**config.mk**
```make
export PLATFORM = sky130hd
export DESIGN_NAME = alu_cmd_driver
export DESIGN_NICKNAME = d
export VERILOG_FILES = /design/src/rtl/alu_cmd_driver.sv
export SDC_FILE = /design/constraint.sdc
export NUM_CORES = 1
export LEC_CHECK = 0
export CAP_MARGIN = 25
export CORE_MARGIN = 2
export CORE_UTILIZATION = 43
export DETAILED_ROUTE_END_ITERATION = 10
export GPL_ROUTABILITY_DRIVEN = 0
export PLACE_DENSITY_LB_ADDON = 0.2
export SYNTH_ARGS = -nofsm -noshare
export SYNTH_HDL_FRONTEND = slang
export SYNTH_SLANG_ARGS = --single-unit
```
**constraint.sdc**
```tcl
create_clock -name clk -period 1.95 [get_ports clk]
set_input_delay 0.2925 -clock clk [delete_from_list [all_inputs] [get_ports clk]]
set_output_delay 0.2925 -clock clk [all_outputs]
set_load 0.1 [all_outputs]
```
**src/rtl/alu_cmd_driver.sv**
```systemverilog
`default_nettype none
// ============================================================================
// alu_cmd_driver : sequential initiator for the combinational ALU datapath.
// Registers a command onto the datapath, waits SETTLE cycles, returns the result.
// Revision: 1.0
// ============================================================================
module alu_cmd_driver #(
    parameter int WIDTH  = 5,
    parameter int SETTLE = 1,
    parameter int CNT_W  = 8
) (
    input  logic             clk,
    input  logic             reset_n,
    input  logic             cmd_valid,
    output logic             cmd_ready,
    input  logic [WIDTH-1:0] cmd_a,
    input  logic [WIDTH-1:0] cmd_b,
    input  logic [2:0]       cmd_alucontrol,
    input  logic [1:0]       cmd_bshift,
    input  logic             cmd_select,
    output logic [WIDTH-1:0] alu_a,
    output logic [WIDTH-1:0] alu_b,
    output logic [2:0]       alu_control,
    output logic [1:0]       alu_bshift,
    output logic             alu_select,
    input  logic [WIDTH-1:0] alu_result,
    input  logic [3:0]       alu_flags,
    output logic             rsp_valid,
    input  logic             rsp_ready,
    output logic [WIDTH-1:0] rsp_result,
    output logic [3:0]       rsp_flags,
    output logic             busy,
    output logic [CNT_W-1:0] txn_count
);

    localparam logic [3:0]       c_SETTLE_LOAD = 4'(SETTLE - 1);
    localparam logic [CNT_W-1:0] c_CNT_ONE     = CNT_W'(1);

    typedef enum logic [1:0] {
        S_IDLE = 2'd0,
        S_WAIT = 2'd1,
        S_RESP = 2'd2
    } state_t;

    state_t           r_state;
    state_t           w_next;
    logic [3:0]       r_settle;
    logic [WIDTH-1:0] r_alu_a;
    logic [WIDTH-1:0] r_alu_b;
    logic [2:0]       r_alu_control;
    logic [1:0]       r_alu_bshift;
    logic             r_alu_select;
    logic [WIDTH-1:0] r_rsp_result;
    logic [3:0]       r_rsp_flags;
    logic [CNT_W-1:0] r_txn_count;

    logic w_cmd_fire;
    logic w_settle_done;
    logic w_capture;
    logic w_rsp_fire;

    assign w_cmd_fire    = cmd_valid && (r_state == S_IDLE);
    assign w_settle_done = (r_settle == 4'd0);
    assign w_capture     = (r_state == S_WAIT) && w_settle_done;
    assign w_rsp_fire    = (r_state == S_RESP) && rsp_ready;

    always_ff @(posedge clk or negedge reset_n) begin
        if (!reset_n) begin
            r_state <= S_IDLE;
        end else begin
            r_state <= w_next;
        end
    end

    always_comb begin
        w_next = r_state;
        case (r_state)
            S_IDLE:  if (w_cmd_fire)    w_next = S_WAIT;
            S_WAIT:  if (w_settle_done) w_next = S_RESP;
            S_RESP:  if (w_rsp_fire)    w_next = S_IDLE;
            default: w_next = S_IDLE;
        endcase
    end

    // Datapath operands change only on acceptance so the ALU inputs never glitch.
    always_ff @(posedge clk or negedge reset_n) begin
        if (!reset_n) begin
            r_alu_a       <= '0;
            r_alu_b       <= '0;
            r_alu_control <= '0;
            r_alu_bshift  <= '0;
            r_alu_select  <= 1'b0;
        end else if (w_cmd_fire) begin
            r_alu_a       <= cmd_a;
            r_alu_b       <= cmd_b;
            r_alu_control <= cmd_alucontrol;
            r_alu_bshift  <= cmd_bshift;
            r_alu_select  <= cmd_select;
        end
    end

    always_ff @(posedge clk or negedge reset_n) begin
        if (!reset_n) begin
            r_settle <= '0;
        end else if (w_cmd_fire) begin
            r_settle <= c_SETTLE_LOAD;
        end else if ((r_state == S_WAIT) && !w_settle_done) begin
            r_settle <= r_settle - 4'd1;
        end
    end

    always_ff @(posedge clk or negedge reset_n) begin
        if (!reset_n) begin
            r_rsp_result <= '0;
            r_rsp_flags  <= '0;
        end else if (w_capture) begin
            r_rsp_result <= alu_result;
            r_rsp_flags  <= alu_flags;
        end
    end

    always_ff @(posedge clk or negedge reset_n) begin
        if (!reset_n) begin
            r_txn_count <= '0;
        end else if (w_rsp_fire) begin
            r_txn_count <= r_txn_count + c_CNT_ONE;
        end
    end

    assign cmd_ready   = (r_state == S_IDLE);
    assign busy        = (r_state != S_IDLE);
    assign rsp_valid   = (r_state == S_RESP);
    assign alu_a       = r_alu_a;
    assign alu_b       = r_alu_b;
    assign alu_control = r_alu_control;
    assign alu_bshift  = r_alu_bshift;
    assign alu_select  = r_alu_select;
    assign rsp_result  = r_rsp_result;
    assign rsp_flags   = r_rsp_flags;
    assign txn_count   = r_txn_count;

endmodule
`default_nettype wire

```
# Yosys cells after proc, flatten, opt, wreduce, memory -nomap -nowiden
# Index checks and enable logic that the tools add are counted.
dict set report totals {
  out_inout_bits 36
  regBits 39
  input_bits 29
  elab_cells 33
}
dict set report op_classes {
  n_mux 6
  n_addsub 2
  n_reduce_logical 10
  n_eq_ne 5
}
# cell count
set op_table {}
lappend op_table {{$add 8x1->8 const B} 1}
lappend op_table {{$mux 4} 2}
lappend op_table {{$mux 2} 3}
lappend op_table {{$pmux 2 s3} 1}
lappend op_table {{$logic_and 1x1->1} 4}
lappend op_table {{$logic_not 4->1} 1}
lappend op_table {{$ne 2x1->1 const B} 2}
lappend op_table {{$reduce_bool 2->1} 2}
lappend op_table {{$sub 4x1->4 const B} 1}
lappend op_table {{$reduce_and 3->1} 1}
lappend op_table {{$eq 2x1->1 const B} 1}
lappend op_table {{$eq 2x2->1 const B} 1}
lappend op_table {{$logic_not 2->1} 1}
lappend op_table {{$ne 2x2->1 const B} 1}
lappend op_table {{$logic_not 1->1} 1}

# Longest topological paths before layout
# Gate-level depths: netlist of run 1.
dict set report depth {
  depth_word 5
  depth_mapped 6
}

# Least setup slack after synthesis of run 1
# OpenSTA, ideal clock, no wires.
dict set report synth_path {
  path_kind {register to output}
  from {reg r_state[0]}
  to {out cmd_ready}
  path_buffers 1
  setup_slack_ns -0.065
  path_stages_with_launch 4
  t_arrival_ns 1.722
  cell_sequence {dfrtp_1 > buf_2 > or2_2 > inv_1}
}
dict set report synth_between {
  elab_chain_cells 1
}
# element line
set synth_lines {}
lappend synth_lines {{start, declared} 45} ;# state_t r_state;
lappend synth_lines {{start signal, assigned} 71} ;# r_state <= w_next;
lappend synth_lines {{$logic_not 2->1} 130} ;# assign cmd_ready = (r_state == S_IDLE);
lappend synth_lines {{end, declared} 15} ;# output logic cmd_ready,
# No other way between the ends.

# Worst setup path after layout of run 1
# Ends and elaborated chain as after synthesis.

==> results of run 1 <==
cell families after synthesis:
logic type | count (synthesis) | synth area share
xor+xnor | 7 | 0.03676
buf+inv | 11 | 0.03076
simple gates | 26 | 0.1155
flops | 39 | 0.5851
mux | 26 | 0.1755
compound gates | 9 | 0.03376
fa+ha+maj | 3 | 0.02251
cells in the final DEF (no fill, tap or decap), drive strengths merged, types with 2 or more instances in the layout:
master | synthesis | routed
a21o | 2 | 2
a21oi | 2 | 2
buf | 4 | 39
clkbuf | 0 | 8
clkdlybuf4s50 | 0 | 27
dfrtp | 39 | 39
ha | 3 | 3
inv | 7 | 6
mux2 | 26 | 26
nand2 | 3 | 3
nand3 | 3 | 3
nand4 | 2 | 2
nand4b | 2 | 2
nor2 | 4 | 4
nor3 | 4 | 4
o21ai | 3 | 3
xnor2 | 3 | 3
xor2 | 4 | 4
layer usage:
layer  share of wire  up-vias
met5               0        -
met4           0.014        0
met3           0.068        4
met2            0.53       42
met1            0.39      581
li1                -      553
Yosys cell counts, drive strengths merged (2+ instances only):
cell / n / area [µm²]
nor3: 4 / 25.02
buf: 4 / 25.02
xor2: 4 / 35.03
xnor2: 3 / 26.28
dfrtp: 39 / 975.9
nand4: 2 / 27.53
a21o: 2 / 15.01
inv: 7 / 26.28
a21oi: 2 / 10.01
nand2: 3 / 11.26
nand3: 3 / 15.01
nand4b: 2 / 17.52
nor2: 4 / 17.52
mux2: 26 / 292.8
ha: 3 / 37.54
o21ai: 3 / 15.01
state kept, by name (all words and copies together), names as in the netlist:
register	cells
txn_count	8
alu_a	5
alu_b	5
rsp_result	5
r_settle	4
rsp_flags	4
alu_control	3
alu_bshift	2
r_state	2
alu_select	1
through the flow:
step                      hold WS, ns  setup slack [ns]  cells    util  instance area, µm²
after global placement         0.4318            0.2954    231  0.6248                2305
after floorplan             -0.003091           0.05555    121       -                1672
after CTS                      0.1366            0.1967    239  0.6520                2405
final                          0.1089            0.2124    239  0.6520                2405
after global routing           0.1764            0.1444    239  0.6520                2405
after detailed placement       0.4487            0.2507    231  0.6248                2305
cell type report:
type                    instances  area (µm²)  share of cell area
inverters                       7       30.03             0.01249
repair buffers                 66       598.1              0.2487
well taps                      48       60.06             0.02497
flip-flops and latches         39       975.9              0.4058
multi-input cells              71       640.6              0.2664
clock buffers                   8       100.1             0.04162
worst paths after layout:
check                            endpoint  depth (start not counted)         start
setup / recovery                cmd_ready                          3    r_state[0]
hold / removal             alu_control[0]                          1       reset_n
setup reg to reg              r_settle[0]                          5   r_settle[0]
hold reg to reg              txn_count[7]                          1  txn_count[7]
max in group asynchronous        alu_b[1]                          1       reset_n
min in group clk             txn_count[7]                          1  txn_count[7]
critical path: stages (launching register included):
cell and delay [ns]:
dfrtp_1 0.50, or2_2 0.40, clkinvlp_4 0.10, buf_12 0.16
==> impl_metrics.env, run 1 <==
export IMPL_cts_setup_buffers=0
export IMPL_grt_pass1_vias=1212
export IMPL_cts_hold_repair_buffers=0
export IMPL_top_usage_layer="met2"
export IMPL_diodes_inserted=0
export IMPL_setup_viol=0
export IMPL_htreeDepth=2
export IMPL_global_route_met1_utilization=0.1762
export IMPL_n_fill_cell=315
export IMPL_synth_area_um2=1668
export IMPL_final_hold_violation_count=0
export IMPL_rows=22
export IMPL_routed_wirelength_mm=3.219
export IMPL_seq_area_frac_synth=0.5851
export IMPL_clock_path_buffers=2
export IMPL_skew_ns=0.003952
export IMPL_cts_made_buffers=5
export IMPL_routedWlPerCell_um=13.47
export IMPL_wire_length_of_the_first_global_routing_pass_mm=5.223
export IMPL_floorplan_initialDensity=0.4522
export IMPL_endpoint_kind="primary output"
export IMPL_post_route_setup_tns_ns=0
export IMPL_syn_area_per_cell_um2=13.78
export IMPL_reg2reg_setup_slack_ns=0.33
export IMPL_worst_ep_arrival_time_ns=1.45
export IMPL_postcts_resize_cnt=0
export IMPL_postSynthCellCount=121
export IMPL_detail_route_vias_per_cell=4.937
export IMPL_clk_insertion_delay_late_ns=0.28
export IMPL_die_extent_in_x_um=66.28
export IMPL_syn_num_nets=153
export IMPL_via_count=1180
export IMPL_antenna_violating_nets_post_route=0
export IMPL_critPathLaunchType="flop"
export IMPL_clk_transition_reported_paths_ns=0.07
export IMPL_result_of_the_run="finished, final reports clean"
export IMPL_grt_overflow=0
export IMPL_synthArstFlopShare=1.000
export IMPL_clock_tree_root_cell="clkbuf_8"
export IMPL_cap_violations=0
export IMPL_groute_usage_overall=0.1591
export IMPL_yosysUniqueCellTypes=31
export IMPL_detail_route_drc_violations=0
export IMPL_setup_repair_after_global_routing_missed_its_margin="no"
export IMPL_first_pass_iters=4
export IMPL_io_pins=65
export IMPL_synth_enable_flop_cells=0
export IMPL_port_buffers=64
export IMPL_die_area_um2=4393
export IMPL_tritoncts="yes"
export IMPL_grt_start_max_net_pins=40
export IMPL_period_needed_ns=1.738
export IMPL_min_period_over_period=0.8911
export IMPL_yosys_most_used_dff="dfrtp_1"
export IMPL_worstMarginPinSlew_ns=0.8383
export IMPL_grt_antenna_before_repair=0
export IMPL_die_h_um=66.28
export IMPL_slew_viol_final=0
export IMPL_design_final_nets=222
export IMPL_drt_initial_drc_count=37
export IMPL_clkSinkCount=39
export IMPL_worst_endpoint_required_ns=1.66
export IMPL_met3_usage=0.04600
export IMPL_areaGrowthSynthToFinish_pct=44.19
export IMPL_critical_path_peak_fanout=10
export IMPL_path_class="flop to primary output"
export IMPL_count_of_state_elements_after_synthesis=39
export IMPL_dpl_hpwl_mm=2.443
export IMPL_achievable_frequency_ghz=0.5755
export IMPL_timing_max_slew_rel_slack=0.4412
export IMPL_hold_path_class="input port to async pin"
export IMPL_fraction_of_layout_cells_with_a_size_suffix_above_1=0.4136
export IMPL_design_core_area_um2=3689
export IMPL_use_met2=0.2850
export IMPL_synthesis_yosys_warnings=0
Power of run 1 is not shown: default switching activity piles up to over one toggle a cycle in this logic, so the estimate is an artifact.
==> run 2, diff against run 1 <==
- CORE_UTILIZATION: 43 -> 45
- clock period: 1.95 -> 2 ns (I/O delays scaled with it)
==> run 2 against run 1 <==
  * First-iteration DRC count rose by 27%
  * Die area fell by 4.2%
  * Flip-flop and latch count did not move
  * Highest routed layer unchanged
==> impl_metrics.env, run 2 (synthesized netlist as in run 1, its figures left out) <==
export IMPL_min_period_over_period=0.8700
export IMPL_routedWlPerCell_um=13.59
export IMPL_wl_met2_mm=1.703
export IMPL_port_buffers=64
export IMPL_route_layer_met1_wl_mm=1.246
export IMPL_route_met3_wl_um=229
export IMPL_dpl_hpwl_mm=2.447
export IMPL_post_route_setup_tns_ns=0
export IMPL_die_area_um2=4209
export IMPL_wire_length_of_the_first_global_routing_pass_mm=5.520
export IMPL_fraction_of_layout_cells_with_a_size_suffix_above_1=0.4074
export IMPL_cts_made_buffers=5
export IMPL_cts_setup_buffers=0
export IMPL_grt_pass1_vias=1215
export IMPL_postcts_resize_cnt=0
export IMPL_skew_ns=0.003622
export IMPL_clk_transition_reported_paths_ns=0.07
export IMPL_reg2reg_start="r_settle[0]"
export IMPL_diodes_inserted=0
export IMPL_slew_viol_final=0
export IMPL_reg2reg_setup_slack_ns=0.37
export IMPL_worstRegToRegCells=5
export IMPL_r2r_end="r_settle[1]"
export IMPL_register_area_um2=975.9
export IMPL_multi_input_gate_area_in_the_final_layout_um2=640.6
export IMPL_detail_route_vias_per_cell=4.945
export IMPL_setup_repair_after_global_routing_missed_its_margin="no"
export IMPL_clock_tree_root_cell="clkbuf_8"
export IMPL_layout_commonest_cell="dfrtp_1"
export IMPL_result_of_the_run="finished, final reports clean"
export IMPL_first_pass_iters=4
export IMPL_htreeDepth=2
export IMPL_worst_ep_arrival_time_ns=1.44
export IMPL_highest_layer="met4"
export IMPL_cts_hold_repair_buffers=0
export IMPL_antenna_violating_nets_post_route=0
export IMPL_worst_endpoint_required_ns=1.70
export IMPL_design_final_nets=222
export IMPL_grt_start_max_net_pins=40
export IMPL_floorplan_initialDensity=0.4625
export IMPL_via_count=1172
export IMPL_rows=22
export IMPL_cap_violations=0
export IMPL_clock_path_buffers=2
export IMPL_n_fill_cell=291
export IMPL_setup_viol=0
export IMPL_final_hold_violation_count=0
export IMPL_drt_initial_drc_count=47
export IMPL_mostFrequentLayoutCells="39 x dfrtp_1, 35 x buf_4, 27 x clkdlybuf4s50_1"
export IMPL_clk_insertion_delay_late_ns=0.28
export IMPL_design_core_area_um2=3606
export IMPL_detail_route_drc_violations=0
export IMPL_die_extent_in_x_um=64.88
export IMPL_path_class="flop to primary output"
export IMPL_die_h_um=64.88
export IMPL_critPathLaunchType="flop"
export IMPL_max_reg_flops=8
export IMPL_worstMarginPinSlew_ns=0.8339
export IMPL_routed_wirelength_mm=3.222
export IMPL_hold_path_class="input port to async pin"
export IMPL_grt_overflow=0
export IMPL_period_needed_ns=1.740
export IMPL_critical_path_peak_fanout=10
export IMPL_grt_antenna_before_repair=0
export IMPL_endpoint_kind="primary output"
export IMPL_timing_max_slew_rel_slack=0.4440
export IMPL_io_pins=65
export IMPL_areaGrowthSynthToFinish_pct=42.54
export IMPL_groute_usage_overall=0.1733
export IMPL_clkSinkCount=39
export IMPL_tritoncts="yes"
export IMPL_achievable_frequency_ghz=0.5747
[run 2: cell count changes in the layout (fill, tap and decap cells not counted)]
cell	delta
clkbuf_8	-2
[run 2: worst max-delay path: stages, from the launching register on]
cell        delay [ns]
dfrtp_1           0.49
or2_2             0.40
clkinvlp_4        0.10
buf_12            0.16
[run 2: final cells by class]
class,count,area share
Sequential cell,39,0.4105
Multi-Input combinational cell,71,0.2695
Timing Repair Buffer,66,0.2516
Clock buffer,6,0.03053
Tap cell,48,0.02526
Inverter,7,0.01263
[run 2: how the worst max path moves through the flow]
stage | start | cells past startpoint | endpoint | slack [ns]
after floorplan | r_state[1] | 2 | cmd_ready | 0.1
after global placement | cmd_valid | 4 | alu_a[0] | 0.32
after detailed placement | cmd_valid | 4 | alu_select | 0.28
after CTS | r_state[0] | 3 | cmd_ready | 0.25
after global routing | r_state[0] | 3 | cmd_ready | 0.19
final | r_state[0] | 3 | cmd_ready | 0.26
[run 2: metrics by stage]
| step | util | area (µm²) | hold WS (ns) | instances | worst slack, ns |
|---|---|---|---|---|---|
| floorplan | - | 1672 | 0.004409 | 121 | 0.09805 |
| global placement | 0.6391 | 2305 | 0.4399 | 231 | 0.3192 |
| detailed placement | 0.6391 | 2305 | 0.4590 | 231 | 0.2779 |
| CTS | 0.6593 | 2377 | 0.1508 | 237 | 0.2500 |
| global route | 0.6593 | 2377 | 0.1798 | 237 | 0.1918 |
| finish | 0.6593 | 2377 | 0.1155 | 237 | 0.2601 |
[run 2: layer usage]
metal | global-route usage | vias to the layer above
met2 | 0.3015 | 38
met4 | 0.07181 | 0
met1 | 0.1857 | 575
met5 | 0 | -
met3 | 0.06944 | 5
li1 | - | 554
Power of run 2 is left out for the same reason.
